$ cat src/rtl/fifo_rr_arbiter.sv
// rtl/fifo_rr_arbiter.sv - round-robin write arbiter and read sequencer for the shared FIFO
//
// Shares the single FIFO write port among NUM_REQ producers and gates consumer pops.
// The authoritative occupancy count lives here, so no decision relies on the FIFO's flags.
//
// Ports:
//   clk, rst            clock, synchronous active-high reset
//   flush               synchronous clear of occupancy, pointer and FIFO contents
//   req, req_data       per-producer request and data (producer i at [i*DATA_W +: DATA_W])
//   gnt                 combinational one-hot grant; transfer when req[i] & gnt[i]
//   pop, pop_ack        consumer read request and its combinational acceptance
//   rd_valid            FIFO data_out valid this cycle
//   fifo_wr_enb/_data   registered FIFO write port
//   fifo_rd_enb         registered FIFO read enable
//   fifo_rst            registered FIFO reset (rst | flush)
//   occupancy, full, empty   accepted-but-not-popped entry count and its flags
module fifo_rr_arbiter #(
    parameter int NUM_REQ = 4,
    parameter int DATA_W  = 8,
    parameter int DEPTH   = 8,
    parameter int CNT_W   = 4
) (
    input  logic                      clk,
    input  logic                      rst,
    input  logic                      flush,
    input  logic [NUM_REQ-1:0]        req,
    input  logic [NUM_REQ*DATA_W-1:0] req_data,
    output logic [NUM_REQ-1:0]        gnt,
    input  logic                      pop,
    output logic                      pop_ack,
    output logic                      rd_valid,
    output logic                      fifo_wr_enb,
    output logic [DATA_W-1:0]         fifo_wr_data,
    output logic                      fifo_rd_enb,
    output logic                      fifo_rst,
    output logic [CNT_W-1:0]          occupancy,
    output logic                      full,
    output logic                      empty
);

    localparam int PTR_W = $clog2(NUM_REQ);

    logic [PTR_W-1:0]  rr_ptr;
    logic [PTR_W-1:0]  gnt_idx;
    logic [PTR_W-1:0]  sel_idx;
    logic [PTR_W:0]    scan_idx;
    logic              gnt_any;
    logic              do_rd;
    logic [DATA_W-1:0] req_arr [NUM_REQ];

    genvar gi;
    generate
        for (gi = 0; gi < NUM_REQ; gi++) begin : g_unpack
            assign req_arr[gi] = req_data[gi*DATA_W +: DATA_W];
        end
    endgenerate

    assign full    = (occupancy == CNT_W'(DEPTH));
    assign empty   = (occupancy == '0);
    // No bypass: a pop is judged only on entries already accepted.
    assign pop_ack = !empty && !flush && !rst;
    assign do_rd   = pop && pop_ack;

    // Scan from rr_ptr upward, wrapping modulo NUM_REQ; the extra scan bit
    // holds the unwrapped sum so non-power-of-two NUM_REQ wraps correctly.
    always_comb begin
        gnt      = '0;
        gnt_idx  = '0;
        gnt_any  = 1'b0;
        scan_idx = '0;
        sel_idx  = '0;
        if (!full && !flush && !rst) begin
            for (int k = 0; k < NUM_REQ; k++) begin
                scan_idx = {1'b0, rr_ptr} + (PTR_W+1)'(k);
                if (scan_idx >= (PTR_W+1)'(NUM_REQ)) begin
                    scan_idx = scan_idx - (PTR_W+1)'(NUM_REQ);
                end
                sel_idx = scan_idx[PTR_W-1:0];
                if (!gnt_any && req[sel_idx]) begin
                    gnt_any = 1'b1;
                    gnt_idx = sel_idx;
                end
            end
            if (gnt_any) begin
                gnt[gnt_idx] = 1'b1;
            end
        end
    end

    always_ff @(posedge clk) begin
        fifo_rst <= rst | flush;
        if (rst) begin
            occupancy    <= '0;
            rr_ptr       <= '0;
            fifo_wr_enb  <= 1'b0;
            fifo_wr_data <= '0;
            fifo_rd_enb  <= 1'b0;
            rd_valid     <= 1'b0;
        end else if (flush) begin
            // In-flight writes and reads are dropped; write data simply holds.
            occupancy   <= '0;
            rr_ptr      <= '0;
            fifo_wr_enb <= 1'b0;
            fifo_rd_enb <= 1'b0;
            rd_valid    <= 1'b0;
        end else begin
            fifo_wr_enb <= gnt_any;
            if (gnt_any) begin
                fifo_wr_data <= req_arr[gnt_idx];
                rr_ptr       <= (gnt_idx == PTR_W'(NUM_REQ-1)) ? '0 : gnt_idx + 1'b1;
            end
            fifo_rd_enb <= do_rd;
            rd_valid    <= fifo_rd_enb;
            case ({gnt_any, do_rd})
                2'b10:   occupancy <= occupancy + 1'b1;
                2'b01:   occupancy <= occupancy - 1'b1;
                default: occupancy <= occupancy;
            endcase
        end
    end

endmodule

$ cat config.mk
export PLATFORM = sky130hd
export DESIGN_NAME = fifo_rr_arbiter
export DESIGN_NICKNAME = d
export VERILOG_FILES = /design/src/rtl/fifo_rr_arbiter.sv
export SDC_FILE = /design/constraint.sdc
export NUM_CORES = 1
export LEC_CHECK = 0
export CORE_MARGIN = 4
export CORE_UTILIZATION = 39
export DETAILED_ROUTE_END_ITERATION = 6
export GPL_TIMING_DRIVEN = 0
export PLACE_DENSITY = 0.79
export SYNTH_ARGS = -nofsm -noshare
export SYNTH_HDL_FRONTEND = slang
export SYNTH_SLANG_ARGS = --single-unit
$ cat constraint.sdc
create_clock -name clk -period 3.3 [get_ports clk]
set_input_delay 0.33 -clock clk [delete_from_list [all_inputs] [get_ports clk]]
set_output_delay 0.33 -clock clk [all_outputs]
set_load 0.01 [all_outputs]
=== Word-level counts from Yosys, hierarchy flattened ===
Cells that the tools add are included.
Widths: inputs -> output; s select.

* Output and inout port bits: 23
* Input bits: 40
* Register bits after elaboration: 18

* $add $sub $neg: 10
* Reduce and logical (&&, ||, !) cells: 20
* Magnitude comparators: 11
* Eq/ne operators: 4
* Mux-type cells: 40
* Bitwise logic cells: 3

{| class="wikitable"
|+ Operator list
! cell !! count
|-
| $mux 2 || 15
|-
| $bmux 8 s2 || 1
|-
| $mux 8 || 2
|-
| $lt 2x3->1 const B || 5
|-
| $mux 1 || 14
|-
| $ge 3x3->1 const B || 4
|-
| $logic_and 1x1->1 || 9
|-
| $bmux 1 s2 || 4
|-
| $mux 4 || 2
|-
| $pmux 4 s2 || 1
|-
| $sub 2x1->2 const B || 4
|-
| $logic_not 1->1 || 7
|-
| $add 2x2->3 const B || 2
|-
| $add 4x1->4 const B || 1
|-
| $eq 2x2->1 const B || 2
|-
| $eq 4x4->1 const B || 1
|-
| $logic_not 4->1 || 1
|-
| $sub 4x1->4 const B || 1
|-
| $add 2x1->3 const B || 1
|-
| $ge 2x3->1 const B || 1
|-
| $not 2->3 || 1
|-
| $add 2x1->2 const B || 1
|-
| $demux 1 s2 || 1
|-
| $eq 2x1->1 const B || 1
|-
| other kinds (6) || 6
|}

=== Longest topological paths before layout ===
Gate-level depths: netlist of run 1.

* Depth in word-level cells: 27
* Gate-level depth with buffers: 13
* Mapped depth without buffers: 12

=== Worst setup path after synthesis of run 1 ===
Ideal clock, no wire load.

* Kind: flip-flop to flip-flop
* Start: register occupancy[0]
* End: register occupancy[3]
* Setup time: 70 ps
* Buffers on the path: 0
* Setup slack: 652 ps
* Data arrival time: 2579 ps
* Stages on the path, launching flop included: 11
* Cells stage by stage: dfxtp_1 -> nor4_1 -> nor2_1 -> and2_1 -> ha_1 -> ha_1 -> a21o_1 -> a21oi_1 -> xnor2_1 -> or3_1 -> a21oi_1

* Cells in the longest elaborated chain, start to end: 7
* Elaborated cells on any way between the ends: 16
* Those cells by class: add/sub (2); eq/ne (3); mux (2); reduce/logical (9)

{| class="wikitable"
|+ RTL lines
! item !! RTL line !! RTL
|-
| start: declaration || 36 || <nowiki>output logic [CNT_W-1:0] occupancy,</nowiki>
|-
| start signal: assignment || 115 || <nowiki>2'b10: occupancy <= occupancy + 1'b1;</nowiki>
|-
| start signal: assignment || 116 || <nowiki>2'b01: occupancy <= occupancy - 1'b1;</nowiki>
|-
| start signal: assignment || 117 || <nowiki>default: occupancy <= occupancy;</nowiki>
|-
| $logic_not 4->1 * || 59 || <nowiki>assign empty = (occupancy == '0);</nowiki>
|-
| named net empty || 38 || <nowiki>output logic empty</nowiki>
|-
| $logic_not 1->1 * || 61 || <nowiki>assign pop_ack = !empty && !flush && !rst;</nowiki>
|-
| $logic_and 1x1->1 * (2 in a row) || 61 ||
|-
| named net pop_ack || 30 || <nowiki>output logic pop_ack,</nowiki>
|-
| $logic_and 1x1->1 * || 62 || <nowiki>assign do_rd = pop && pop_ack;</nowiki>
|-
| named net do_rd || 48 || <nowiki>logic do_rd;</nowiki>
|-
| $eq 2x1->1 / $eq 2x2->1 (equally long branches) || 114 || <nowiki>case ({gnt_any, do_rd})</nowiki>
|-
| $pmux 4 s2 / $reduce_bool 2->1 (equally long branches) || n/a ||
|}

Mark *: on every way through the listed nets, which the timed path passes. The rest lies on a longest branch.
A chain may end at the register's enable or synchronous reset.

=== Worst setup path after layout of run 1 ===
* Start: input port rst
* End: register occupancy[3]

* Cells in the longest elaborated chain, start to end: 5
* Elaborated cells on any way between the ends: 10
* Those cells by class: eq/ne (2); mux (2); reduce/logical (6)

{| class="wikitable"
|+ RTL lines
! item !! RTL line !! RTL
|-
| start: declaration || 24 || <nowiki>input logic rst,</nowiki>
|-
| $logic_not 1->1 || 61, 72 ||
|-
| $logic_and 1x1->1, on equally long branches || 72, 61 ||
|-
| $mux 1 / $logic_and 1x1->1 (equally long branches) || 72, 62 ||
|-
| $eq 2x1->1 / $eq 2x2->1 (equally long branches) || 114 ||
|-
| $pmux 4 s2 / $reduce_bool 2->1 (equally long branches) || n/a ||
|}

Parallel ways exist; a longest one is shown, timed or not.

==> results of run 1 <==
## cell families (layout without fill, tap and decap cells)
kind of cell | count (synthesis) | count (layout) | synth area share
AOI/OAI and AO/OA | 39 | 39 | 0.254
xor gates and xnor gates | 3 | 3 | 0.0219
adders and majority gates | 4 | 4 | 0.0479
buffers and inverters | 12 | 75 | 0.0552
DFF | 18 | 18 | 0.300
muxes | 9 | 9 | 0.0750
and+or+nand+nor | 51 | 51 | 0.246
## worst max-delay path by stage
stage | end | slack [ps]
6_report | occupancy[3] | 220
5_1_grt | occupancy[3] | 20
4_1_cts | occupancy[3] | 200
3_5_place_dp | occupancy[3] | -90
3_3_place_gp | occupancy[3] | -30
2_1_floorplan | occupancy[3] | 650
## cells in the final DEF (no fill, tap or decap), types with 5 or more instances in the layout
cell / synthesis / routed
a21oi_1: 5 / 5
nor2_1: 14 / 14
dfxtp_1: 18 / 18
nor2b_1: 7 / 7
and2_1: 6 / 6
mux2i_1: 9 / 9
inv_1: 5 / 5
clkdlybuf4s50_1: 0 / 60
o21ai_0: 6 / 6
## per-stage QoR
stage | setup slack, ps | setup TNS (ps) | cells
after floorplan | 652 | 0 | 136
after global placement | -25.5 | -25.5 | 227
after detailed placement | -85.3 | -85.3 | 227
after CTS | 195 | 0 | 230
after global routing | 23.2 | 0 | 230
final | 224 | 0 | 230
## cell type report
| cell class | count | area (sq um) |
|---|---|---|
| Sequential cell | 18 | 360 |
| Clock buffer | 3 | 22.5 |
| Multi-Input combinational cell | 106 | 774 |
| Buffer | 5 | 40.0 |
| Inverter | 7 | 26.3 |
| Fill cell | 262 | 990 |
| Tap cell | 31 | 38.8 |
| Timing Repair Buffer | 60 | 601 |
## power groups by stage
| stage | sequential (mW) | combinational [mW] | clock [mW] |
|---|---|---|---|
| after floorplan | 0.248 | 0.0886 | 0 |
| after global placement | 0.243 | 0.184 | 0 |
| after detailed placement | 0.244 | 0.187 | 0 |
| after CTS | 0.238 | 0.188 | 0.105 |
| after global routing | 0.240 | 0.202 | 0.122 |
| final | 0.238 | 0.187 | 0.102 |
## routing by layer
layer / track usage / share of wire
met5: 0 / 0
met4: 0.0458 / 0.0073
met3: 0.0426 / 0.068
met2: 0.289 / 0.49
met1: 0.215 / 0.44
## worst max-delay path: cells and delay by family
| family | cells | cell delay (ps) |
|---|---|---|
| adder cells (fa/ha/maj) | 2 | 530 |
| buffers and inverters | 4 | 920 |
| AND/OR/NAND/NOR | 3 | 720 |
| XOR/XNOR | 1 | 80 |
| AO/OA/AOI/OAI | 4 | 700 |
## flip-flops by register name (all words and copies together) (netlist names)
name / cells
fifo_rd_enb: 1
fifo_rst: 1
fifo_wr_data: 8
fifo_wr_enb: 1
occupancy: 4
rd_valid: 1
rr_ptr: 2
==> flow_metrics.py, run 1 <==
metrics = {
    "power_and_ir_drop": {
        "clkPwrFrac": 0.193,
        "seqPwrFrac": 0.452,
        "switching_share": 0.281,
        "power_leakage_nw": 0.687,
        "p_sw_uw": 148,
        "peakVddDrop_mv": 0.179,
        "power_uw": 527,
        "internal-power_uw": 379,
        "powerDensity_nw_per_um2": 283,
        "power_frac_comb": 0.355,
    },
    "yosys": {
        "synth_top_area_share": 0.300,
        "syn_area_per_cell_sq_um": 8.83,
        "synth.yosys.seq_area_share": 0.300,
        "yosysTopAreaCell": "dfxtp_1",
        "synth_edf_count": 0,
        "ys_ff_latch": 18,
        "ys.warnings.count": 0,
        "syn_nets": 180,
        "netlist_area_sq_um": 1200,
        "synth_cells": 136,
        "synth_cell_types": 42,
        "synth_ff_type": "dfxtp_1",
        "yosys-top-cells-count": "18 x dfxtp_1, 14 x nor2_1, 9 x mux2i_1, 7 x nor2b_1",
        "synth_most_common_cell": "dfxtp_1",
        "netlist_top_cells_area": "dfxtp_1 30%, mux2i_1 7.5%, nor2_1 4.4%",
        "synth_async_sr_flop_share": 0,
    },
    "sta": {
        "hold_viol": 0,
        "finalMaxSlewViolations": 0,
        "rsz0062_at_grt": "false",
        "skew_ps": 0.646,
        "finalSetupViolCount": 0,
        "tightest_slew_ps": 539,
        "max_freq_ghz": 0.325,
        "holdWs_ps": 469,
        "fin_crit_sh": 0.932,
        "slew_headroom": 0.638,
        "min_period_ps": 3080,
    },
    "setup_path": {
        "crit_required_ps": 3520,
        "r2r_end": "occupancy[3]",
        "crit_path_start_kind": "primary input",
        "cp_slowest_stage_delay_ps": 580,
        "crit_type": "in -> reg",
        "startpoint": "rst",
        "slowest_stage": "clkdlybuf4s50_1",
        "reg2reg_depth": 12,
        "cp_data_arrival_time_ps": 3300,
        "crit_path_max_fanout": 10,
        "endpoint_kind": "register",
        "r2r_setup_slack_ps": 650,
        "worstPathCellList": "clkdlybuf4s50_1 > nor2_2 > inv_2 > a21o_4 > nor2_8 > inv_2 > buf_4 > ha_1 > ha_1 > a21o_1 > a21oi_1 > xnor2_1 > or3_1 > a21oi_1",
        "rr_startpoint": "occupancy[0]",
    },
    "clocking": {
        "cts_hold_buffers": 0,
        "cts_sinks": 18,
        "cts-root-buf": "clkbuf_4",
        "cts_setup_buffers": 0,
        "cts_resized": 0,
        "h-tree-depth": 1,
        "insertion_delay_ps": 280,
        "clk_path_buf_depth": 2,
        "cts_buffers": 3,
        "clk_pin_slew_worst_paths_ps": 90,
        "cts_tree": "built",
    },
    "worst_hold_path": {
        "min_to": "rd_valid",
        "worst_hold_path_type": "reg -> reg",
        "min_from": "fifo_rd_enb",
        "hold_depth": 1,
    },
    "placement": {
        "place.gp.congestion": 0.824,
        "port_buffers": 60,
        "dp_hpwl_um": 2800,
        "dpl_cell_area_sq_um": 1840,
    },
    "finish": {
        "postLayoutCellArea_sq_um": 1860,
        "post-route-util": 0.653,
        "antenna_cells": 0,
        "nets": 245,
        "area_delta_synth_final_pct": 55.1,
        "drive_above_1_share": 0.0955,
    },
    "floorplan": {
        "rows": 19,
        "die_width_um": 63.5,
        "pin_count": 63,
        "die_y_um": 63.5,
        "core_sq_um": 2850,
        "dieArea_sq_um": 4030,
        "initial_core_util": 0.421,
    },
    "global_route": {
        "grtUsageTotal": 0.171,
        "grt_pass1_wl_um": 5630,
        "grt_max_degree": 11,
        "antenna_found_initial": 0,
        "grt_overflow": 0,
        "grt_pass1_vias": 1197,
    },
    "job": {
        "maxCapViolCount": 0,
    },
    "detailed_routing": {
        "drt_first_pass_iters": 4,
        "vias": 1255,
        "drtIter0Drc": 69,
        "routedWlPerCell_um": 14.9,
        "remaining_drc_errors": 0,
        "postRouteWirelength_um": 3430,
        "antenna_left": 0,
        "avgViaCountPerCell": 5.46,
    },
    "run_status": {
        "status": "completed",
    },
}
No activity file was read; power rests on OpenSTA's default activity.
==> inputs of run 2 (changes only) <==
- ABC_CLOCK_PERIOD_IN_PS: default -> 3300
==> results of run 2 <==
Same layout as run 1: the final DEF is identical, and so are final timing and power.
